### config.mk
export PLATFORM = sky130hd
export DESIGN_NAME = min_max_tracker
export DESIGN_NICKNAME = d
export VERILOG_FILES = /design/src/rtl/min_max_tracker.sv
export SDC_FILE = /design/constraint.sdc
export NUM_CORES = 1
export LEC_CHECK = 0
export CAP_MARGIN = 5
export CORE_MARGIN = 2
export CORE_UTILIZATION = 24
export CTS_CLUSTER_SIZE = 24
export DETAILED_ROUTE_END_ITERATION = 12
export SETUP_SLACK_MARGIN = 0.5
export SLEW_MARGIN = 5
export SYNTH_ARGS = -nofsm -noshare
export SYNTH_HDL_FRONTEND = slang
export SYNTH_SLANG_ARGS = --single-unit
### constraint.sdc
create_clock -name clk -period 2.4 [get_ports clk]
set_input_delay 0.48 -clock clk [delete_from_list [all_inputs] [get_ports clk]]
set_output_delay 0.48 -clock clk [all_outputs]
set_load 0.01 [all_outputs]
### src/rtl/min_max_tracker.sv
// Frame-based running min/max tracker: accepts FRAME unsigned samples after a
// start, reporting the extreme values and the frame index where each first occurred.
module min_max_tracker #(
    parameter int N     = 8,
    parameter int FRAME = 16
) (
    input  logic         clk,
    input  logic         rst,
    input  logic         start,
    input  logic         in_valid,
    input  logic [N-1:0] in_data,
    output logic         in_ready,
    output logic         busy,
    output logic         done,
    output logic [N-1:0] min_out,
    output logic [N-1:0] max_out,
    output logic [7:0]   min_idx,
    output logic [7:0]   max_idx,
    output logic [7:0]   count
);

    typedef enum logic [1:0] {IDLE, FIRST, RUN, DONE} state_t;

    localparam logic [7:0] LAST_CNT = 8'(FRAME - 1);

    state_t state, state_nxt;
    logic   accept;
    logic   min_lt, max_lt;

    assign accept = in_valid && in_ready;
    // Strict less-than only: equal samples never displace the earlier index.
    assign min_lt = in_data < min_out;
    assign max_lt = max_out < in_data;

    always_ff @(posedge clk) begin
        if (rst) state <= IDLE;
        else     state <= state_nxt;
    end

    always_comb begin
        state_nxt = state;
        in_ready  = 1'b0;
        busy      = 1'b0;
        done      = 1'b0;
        case (state)
            IDLE: if (start) state_nxt = FIRST;
            FIRST: begin
                in_ready = 1'b1;
                busy     = 1'b1;
                if (in_valid) state_nxt = RUN;
            end
            RUN: begin
                in_ready = 1'b1;
                busy     = 1'b1;
                if (in_valid && count == LAST_CNT) state_nxt = DONE;
            end
            DONE: begin
                done      = 1'b1;
                state_nxt = IDLE;
            end
            default: state_nxt = IDLE;
        endcase
    end

    // Results persist across DONE/IDLE/FIRST and are only replaced on the first accept.
    always_ff @(posedge clk) begin
        if (rst) begin
            min_out <= '0;
            max_out <= '0;
            min_idx <= '0;
            max_idx <= '0;
            count   <= '0;
        end else if (accept) begin
            if (state == FIRST) begin
                min_out <= in_data;
                max_out <= in_data;
                min_idx <= '0;
                max_idx <= '0;
                count   <= 8'd1;
            end else begin
                if (min_lt) begin
                    min_out <= in_data;
                    min_idx <= count;
                end
                if (max_lt) begin
                    max_out <= in_data;
                    max_idx <= count;
                end
                count <= count + 8'd1;
            end
        end
    end

endmodule

==> metrics, run 1 <==
status=complete, no violations; Clk Latency, worst-skew pair=0.30 ns; first-pass GRT wire length=9.17 mm; max-cap violations=0; Buffers & Inverters on Critical Path=2; Cells after Synth=252; final wirelength=6.05 mm; Area contributors post-synth=dfxtp_1 39%, ha_1 11%, nand2b_1 6.4%, o21ai_0 6.0%, mux2i_1 4.7%; row count=34; die area=0.00974 sq mm; crit share post-route=0.785; final core utilization=0.368; CP Max Fanout=6; P&R area growth vs syn=49.2%; P per Cell Area=791 mW/mm^2; drt first pass iters=4; Top FF cell, synth=dfxtp_1; GPL Wtd Cong=0.786; Critical Path Start Type=input port; slew margin rel.=0.551; vias in the first global route=1,822; Slew Limit Fails=0; diodes inserted=0; Max IR drop VDD=0.000316 V; Post-DRT Antenna Nets=0; TritonCTS Sinks=42; GRT overflow=0; FF+latch area=857 sq um; Pleak=0.00127 uW; Hold Crit Class=reg2reg; Placed Cells=413; die extent in x=98.7 um; Yosys top cell area share=0.391; FF-to-FF path depth=8; Hold Slack=0.456 ns; CP max stage cell=or3_4; final setup vio count=0; Final Non-Filler Cells=430; Mapped Nets=283; Die Height=98.7 um; worst setup path category=in2reg; Post-synth EDFFs=0; Synth Cell Area=0.00215 sq mm; Crit path max-delay family=simple AND/OR/NAND/NOR gates; GRT Total Usage=0.119; clock root buffer=clkbuf_8; Final WS setup=0.515 ns; Multi-input gate area=0.00132 sq mm; post-synthesis cell type count=35; Worst Path Arrival=2.12 ns; async set or reset register ratio after synthesis=0; Syn Area/Cell=8.54 sq um; Critical Path End Type=flip-flop; post-DR wirelength/cell=14.1 um; r2r setup slk=0.54 ns; core area=0.00872 sq mm; RSZ-0062 raised after global routing=yes; Worst Hold Path EP=max_idx[0]$_SDFFE_PP0P_; CTS Buf Count=5; CP Cell Sequence=clkdlybuf4s15_2 -> ha_4 -> and4_4 -> o21ai_2 -> o211a_4 -> buf_12 -> or3_4 -> a21oi_2; Fin. Hold Viols=0; via count=1,936; CTS Buffer Depth=2; Hold Buf Count CTS=0; Setup Skew=0.00822 ns; CP Data Required Time=2.63 ns; CTS tree=done; drt drc=0; I/O pin cnt=55; largest net degree at the start of global routing=30; DP Worst Slack=-0.129 ns; RR Endpoint=min_out[7]$_SDFFE_PP0P_; most common cell in the netlist=dfxtp_1; fill cell count=890; clk slew on worst S/H paths=0.08 ns; Fmax=531 MHz; Starting Density=0.247; worst hold start=max_idx[0]$_SDFFE_PP0P_; hold path cells=2; worst slew pin tran=0.673 ns; min Tclk post-route=1.88 ns; share of cells above drive strength 1=0.233; antenna violations before repair=0; post-DP HPWL=4.09 mm; Synth top cells by count=42 x dfxtp_1, 26 x o21ai_0, 24 x nand2_1; sequential-to-total area share from yosys stat=0.391; Ys Warns=0; leading area contributor after synthesis=dfxtp_1; H-Tree Depth=2; R2R Path Start=min_out[5]$_SDFFE_PP0P_; FF+latch count, synth=42; Final nets=352; initial DRC count=95; number of vias per cell=4.50; Max stage delay on crit path=0.32 ns; Buffers on Ports=54
-- how the worst max path moves through the flow --
stage                                        from                      end  cells after the start
after floorplan                        in_data[7]  min_out[3]$_SDFFE_PP0P_                      7
after global placement                 in_data[5]  min_out[2]$_SDFFE_PP0P_                      8
after detailed placement               in_data[1]  max_idx[7]$_SDFFE_PP0P_                      8
after CTS                 min_out[4]$_SDFFE_PP0P_  min_out[4]$_SDFFE_PP0P_                      8
after global routing      min_out[4]$_SDFFE_PP0P_  min_idx[1]$_SDFFE_PP0P_                     10
final                                  in_data[5]  min_out[7]$_SDFFE_PP0P_                      8
-- registers in the layout (all words and copies together), names as in the netlist --
register and cells:
max_out 8, max_idx 8, min_idx 8, count 8, state 2, min_out 8
-- repair_timing --
item	CTS	global route
cloned	1	1
pin swaps	7	14
resized for setup	30	49
setup endpoints to repair	39	40
setup buffers	0	7
-- layout make-up --
| type | count | area share |
|---|---|---|
| clock inverter | 2 | 0.00429 |
| tap | 108 | 0.0421 |
| inverter | 16 | 0.0187 |
| clock buffer | 6 | 0.0226 |
| timing repair buffer | 77 | 0.235 |
| multi-input combinational | 179 | 0.411 |
| sequential | 42 | 0.267 |
-- logic make-up after synthesis --
family / after synthesis / synth area share
buf+inv: 31 / 0.0634
xor+xnor: 4 / 0.0163
compound gates: 50 / 0.138
mux: 10 / 0.0465
fa+ha+maj: 19 / 0.110
simple gates: 96 / 0.234
flops: 42 / 0.391
-- power by group --
group          internal [uW]  leakage [uW]  total [uW]  switching [uW]
Sequential               796      0.000345         876            79.5
Clock                    206     0.0000452         465             260
Combinational            604      0.000880        1200             596
Total                   1610       0.00127        2540             935
-- metal layers --
layer	share of wire	GRT usage
met1	0.48	0.161
met2	0.48	0.188
met3	0.027	0.0255
met4	0.015	0.0411
met5	0	0
-- worst register-to-register path, delay by kind of cell, from the launching register on --
kind,cells,cell delay [ns]
simple gates,2,0.55
compound gates,3,0.44
flops,1,0.33
fa+ha+maj,1,0.28
buf+inv,2,0.20
-- layout by cell type (no fill, tap or decap), drive strengths merged --
cell type,Yosys,layout
xor2,4,4
dlygate4sd2,0,3
a21oi,12,12
or3,9,9
inv,16,16
a2111o,1,1
ha,19,19
a221oi,1,1
a211oi,2,2
nand3,18,18
or4b,1,1
nand4b,1,1
or2,1,1
nand4,3,3
dlymetal6s2s,0,3
clkdlybuf4s50,0,42
mux2i,10,10
a21o,1,1
a31oi,1,1
o21ai,28,28
and3,2,2
clkinv,0,2
o211a,1,1
nor2,13,13
nand2b,22,22
a2111oi,1,1
buf,7,23
o211ai,1,1
and4,1,1
clkbuf,8,9
o21a,1,1
dfxtp,42,42
and2,1,1
clkdlybuf4s15,0,3
nand2,24,24
-- stage by stage --
stage	total power (uW)	area [sq um]	setup TNS, ns
floorplan	1480	2150	0
global placement	1890	2870	-1.30
detailed placement	1900	2870	-1.56
CTS	2420	3010	0
global route	2710	3210	0
finish	2540	3210	0
Note: power is estimated with default switching activity, not from simulation.
==> run 2: changes to the inputs <==
- clock period: 2.4 -> 1.78 ns (I/O delays scaled with it)
==> metrics, run 2 (synthesis gave the netlist of run 1 again) <==
number of vias per cell=4.64; antenna violations before repair=0; CP startpoint=min_out[6]$_SDFFE_PP0P_; Fmax=560 MHz; Buffers & Inverters on Critical Path=2; P per Cell Area=1110 mW/mm^2; Buffers on Ports=54; failing checks=negative setup slack; CP Max Fanout=7; CTS Buffer Depth=2; Max stage delay on crit path=0.35 ns; post-DR wirelength/cell=14.3 um; status=finished, violations left; Hold Slack=0.338 ns; Final WS setup=-0.00436 ns; die extent in x=98.7 um; CP Cell Sequence=inv_2 -> ha_4 -> and4_1 -> o21ai_2 -> o211a_4 -> buf_6 -> or3_1 -> a21oi_1; fill cell count=840; Max IR drop VDD=0.000433 V; die area=0.00974 sq mm; final wirelength=6.75 mm; CP Data Required Time=2.01 ns; vias in the first global route=2,106; final setup vio count=2; leading cell type in the layout, fill and taps excluded=buf_6; diodes inserted=0; most frequent cells in the layout=40 x buf_6, 30 x buf_4, 22 x nand2b_1, 22 x nand2_1, 19 x dfxtp_1; CP max stage cell=dfxtp_2; FF+latch area=882 sq um; first-pass GRT wire length=10.3 mm; clk slew on worst S/H paths=0.08 ns; Placed Cells=424; slew margin rel.=0.664; Critical Path Start Type=flip-flop; Fin. Hold Viols=0; Setup crit end=min_out[1]$_SDFFE_PP0P_; GPL Wtd Cong=0.767; Setup Skew=0.00641 ns; core area=0.00872 sq mm; Slew Limit Fails=0; WP depth=8; largest net degree at the start of global routing=29; share of cells above drive strength 1=0.501; Post-DRT Antenna Nets=0; Pleak=0.00162 uW; FF-to-FF path depth=8; P&R area growth vs syn=77.0%; final core utilization=0.437; TritonCTS Sinks=42; GRT Total Usage=0.129; clock root buffer=clkbuf_8; post-DP HPWL=4.15 mm; max-cap violations=0; via count=2,196; R2R Path Start=min_out[6]$_SDFFE_PP0P_; worst setup path category=reg2reg; crit share post-route=1.00; Multi-input gate area=0.00145 sq mm; GRT overflow=0; I/O pin cnt=55; Die Height=98.7 um; Clk Latency, worst-skew pair=0.30 ns; drt first pass iters=4; RR Endpoint=min_out[1]$_SDFFE_PP0P_; Worst Path Arrival=2.01 ns; drt drc=0; H-Tree Depth=2; Critical Path End Type=flip-flop; Total Power=4220 uW; Crit path max-delay family=simple AND/OR/NAND/NOR gates; min Tclk post-route=1.78 ns; r2r setup slk=-0.004 ns; RSZ-0062 raised after global routing=yes; Starting Density=0.247; Hold Buf Count CTS=0; CTS Buf Count=5; worst slew pin tran=0.502 ns; initial DRC count=47; row count=34; Final Non-Filler Cells=473; Hold Crit Class=in2reg; setup TNS=-0.00725 ns; Final nets=395; CTS tree=done
-- run 2: worst min-delay path, cell delays in order --
cell and delay [ns]:
clkbuf_2 0.11, nand2b_1 0.07, mux2i_1 0.05
-- run 2: worst min-delay path by stage --
stage / depth (start not counted) / endpoint / from / slack (ns)
2_1_floorplan: 2 / min_idx[2]$_SDFFE_PP0P_ / min_idx[2]$_SDFFE_PP0P_ / 0.47
3_3_place_gp: 2 / min_idx[2]$_SDFFE_PP0P_ / min_idx[2]$_SDFFE_PP0P_ / 0.44
3_5_place_dp: 2 / min_idx[2]$_SDFFE_PP0P_ / min_idx[2]$_SDFFE_PP0P_ / 0.45
4_1_cts: 2 / max_idx[0]$_SDFFE_PP0P_ / max_idx[0]$_SDFFE_PP0P_ / 0.46
5_1_grt: 3 / max_out[2]$_SDFFE_PP0P_ / in_data[2] / 0.36
6_report: 3 / max_out[2]$_SDFFE_PP0P_ / in_data[2] / 0.34
-- run 2: report_power, final --
part	internal (uW)	switching [uW]	total [uW]	leakage [uW]
clock network	450	357	807	0.0000647
registers	1090	104	1190	0.000352
logic	1230	992	2220	0.00120
-- run 2: per-layer routing --
layer  global-route usage  wire (um)  part of all wire
met5                    0          0                 0
met2                0.223       3280              0.49
met3               0.0255        346             0.051
met1                0.166       3060              0.45
met4               0.0348         64            0.0095
-- run 2: cell type report --
cell class                 count  share of cell area
multi-input combinational    179               0.380
timing repair buffer         120               0.304
sequential                    42               0.232
tap                          108              0.0355
clock buffer                   7              0.0312
inverter                      16              0.0158
clock inverter                 1             0.00230
-- run 2: through the flow --
step           instance area (sq um)  worst slack, ns
2_1_floorplan                   2270           0.0676
4_1_cts                         3600          -0.0358
5_1_grt                         3810          -0.0960
3_3_place_gp                    3040           -0.603
3_5_place_dp                    3040           -0.628
6_report                        3810         -0.00436
-- run 2: repair_timing --
| item | CTS | global route |
|---|---|---|
| setup endpoints to repair | 85 | 78 |
| buffers inserted | 19 | 16 |
| cloned | 3 | 3 |
| resized for setup | 202 | 71 |
| pin swaps | 19 | 20 |
==> run 3: changes to the inputs <==
--- a/config.mk
+++ b/config.mk
@@ -11,4 +11,5 @@
 export CTS_CLUSTER_SIZE = 24
 export DETAILED_ROUTE_END_ITERATION = 12
+export PLACE_DENSITY_LB_ADDON = 0.15
 export SETUP_SLACK_MARGIN = 0.5
 export SLEW_MARGIN = 5
==> constraint.sdc (replaced) <==
create_clock -name clk -period 1.78 [get_ports clk]
set_input_delay 0.356 -clock clk [delete_from_list [all_inputs] [get_ports clk]]
set_output_delay 0.356 -clock clk [all_outputs]
set_load 0.02 [all_outputs]
==> metrics, run 3 (synthesis gave the netlist of run 1 again) <==
Hold Slack=0.379 ns; Final Non-Filler Cells=470; via count=2,170; Most Used Layer, Global Route=met2; WP depth=8; slew margin rel.=0.816; clock root buffer=clkbuf_8; CTS Buf Count=5; Post-DRT Antenna Nets=0; hold path cells=3; Buffers & Inverters on Critical Path=2; RSZ-0062 raised after global routing=yes; vias in the first global route=2,078; met2 usage=0.231; Max stage delay on crit path=0.37 ns; Clk Latency, worst-skew pair=0.30 ns; Fmax=544 MHz; Hold Crit Class=in2reg; GPL Wtd Cong=0.751; row count=34; die area=0.00974 sq mm; Int Pwr=2640 uW; clk slew on worst S/H paths=0.09 ns; Buffers on Ports=54; Reg power frac=0.278; status=finished, violations left; Die Height=98.7 um; M1 GR Usage=0.177; core area=0.00872 sq mm; diodes inserted=0; Critical Path Start Type=flip-flop; Worst Path Arrival=2.08 ns; antenna violations before repair=0; Starting Density=0.247; post-DP HPWL=4.35 mm; GRT Total Usage=0.136; H-Tree Depth=2; failing checks=negative setup slack; worst slew pin tran=0.277 ns; Pleak=0.00162 uW; switching power of the nets=1630 uW; Max IR drop VDD=0.000398 V; CP Max Fanout=5; Placed Cells=430; Final nets=392; share of cells above drive strength 1=0.594; final setup vio count=7; FF-to-FF path depth=8; GR Layer Usage met3=0.0277; Fin. Hold Viols=0; initial DRC count=33; CTS Buffer Depth=2; die extent in x=98.7 um; worst setup path category=reg2reg; combinational power share=0.572; Slew Limit Fails=0; Hold Buf Count CTS=0; switch share=0.383; min Tclk post-route=1.84 ns; TritonCTS Sinks=42; largest net degree at the start of global routing=17; CP max stage cell=dfxtp_4; final wirelength=6.49 mm; fill cell count=878; Clock Power Share=0.150; Crit path max-delay family=simple AND/OR/NAND/NOR gates; crit share post-route=1.03; Final WS setup=-0.0577 ns; Critical Path End Type=flip-flop; P per Cell Area=1130 mW/mm^2; GRT overflow=0; I/O pin cnt=55; CP Data Required Time=2.02 ns; drt first pass iters=4; post-DR wirelength/cell=13.8 um; CP Cell Sequence=inv_4 -> ha_4 -> and4_1 -> o21ai_2 -> o211a_4 -> buf_6 -> or3_4 -> a21oi_2; CTS tree=done; drt drc=0; number of vias per cell=4.62; first-pass GRT wire length=10.7 mm; Setup Skew=0.00548 ns; P&R area growth vs syn=76.2%; max-cap violations=0; most frequent cells in the layout=35 x buf_2, 35 x buf_4, 31 x buf_6, 27 x dfxtp_1, 21 x nand2b_1
run 3: cell types whose count changed in the layout (fill, tap and decap cells not counted), sizes merged:
cell / before / now
clkdlybuf4s15: 16 / 4
bufbuf: 1 / 0
clkinv: 1 / 2
clkdlybuf4s50: 2 / 3
buf: 80 / 107
inv: 16 / 17
clkbuf: 23 / 6
dlygate4sd2: 5 / 2
run 3: timing repair:
item / CTS / global route
cloned: 3 / 1
resized for setup: 257 / 75
pin swaps: 24 / 27
setup buffers: 12 / 16
setup endpoints to repair: 85 / 66
run 3: layout make-up:
cell class,instances,area (sq um),area share
inverters,16,67.6,0.0178
repair buffers,117,1020,0.269
flip-flops and latches,42,885,0.233
clock inverters,3,20.0,0.00528
multi-input cells,179,1600,0.421
clock buffers,5,68.8,0.0181
well taps,108,135,0.0356
run 3: power groups by stage:
stage / sequential, uW / combinational, uW / clock (uW)
floorplan: 1330 / 924 / 0
global placement: 1210 / 1690 / 0
detailed placement: 1210 / 1710 / 0
CTS: 1190 / 2070 / 667
global route: 1210 / 2630 / 715
finish: 1190 / 2440 / 640
run 3: layer usage:
layer	part of all wire	vias to the layer above
met4	0.013	0
met2	0.50	43
met5	0	-
met1	0.45	1027
met3	0.037	10
li1	-	1090
run 3: through the flow:
step	area, sq um	total power (uW)	setup slack (ns)	TNS (ns)	util
after detailed placement	3120	2920	-0.645	-17.75	0.358
after global placement	3120	2900	-0.663	-18.02	0.358
after global routing	3790	4560	-0.114	-0.693	0.435
final	3790	4270	-0.0577	-0.269	0.435
after floorplan	2300	2250	0.0276	0	-
after CTS	3480	3930	-0.0302	-0.130	0.399
run 3: tightest hold or removal path: cells and delay by family:
| kind | cells | cell delay, ns |
|---|---|---|
| AOI/OAI and AO/OA | 2 | 0.15 |
| buffers and inverters | 1 | 0.14 |
run 3: path summary, 6_finish.rpt:
kind,start,end,slack [ns]
worst min-delay path,in_data[1],min_out[1]$_SDFFE_PP0P_,0.38
worst min register to register,min_idx[1]$_SDFFE_PP0P_,min_idx[1]$_SDFFE_PP0P_,0.45
worst max-delay path,min_out[7]$_SDFFE_PP0P_,min_out[3]$_SDFFE_PP0P_,-0.06
worst max register to register,min_out[7]$_SDFFE_PP0P_,min_out[3]$_SDFFE_PP0P_,-0.06
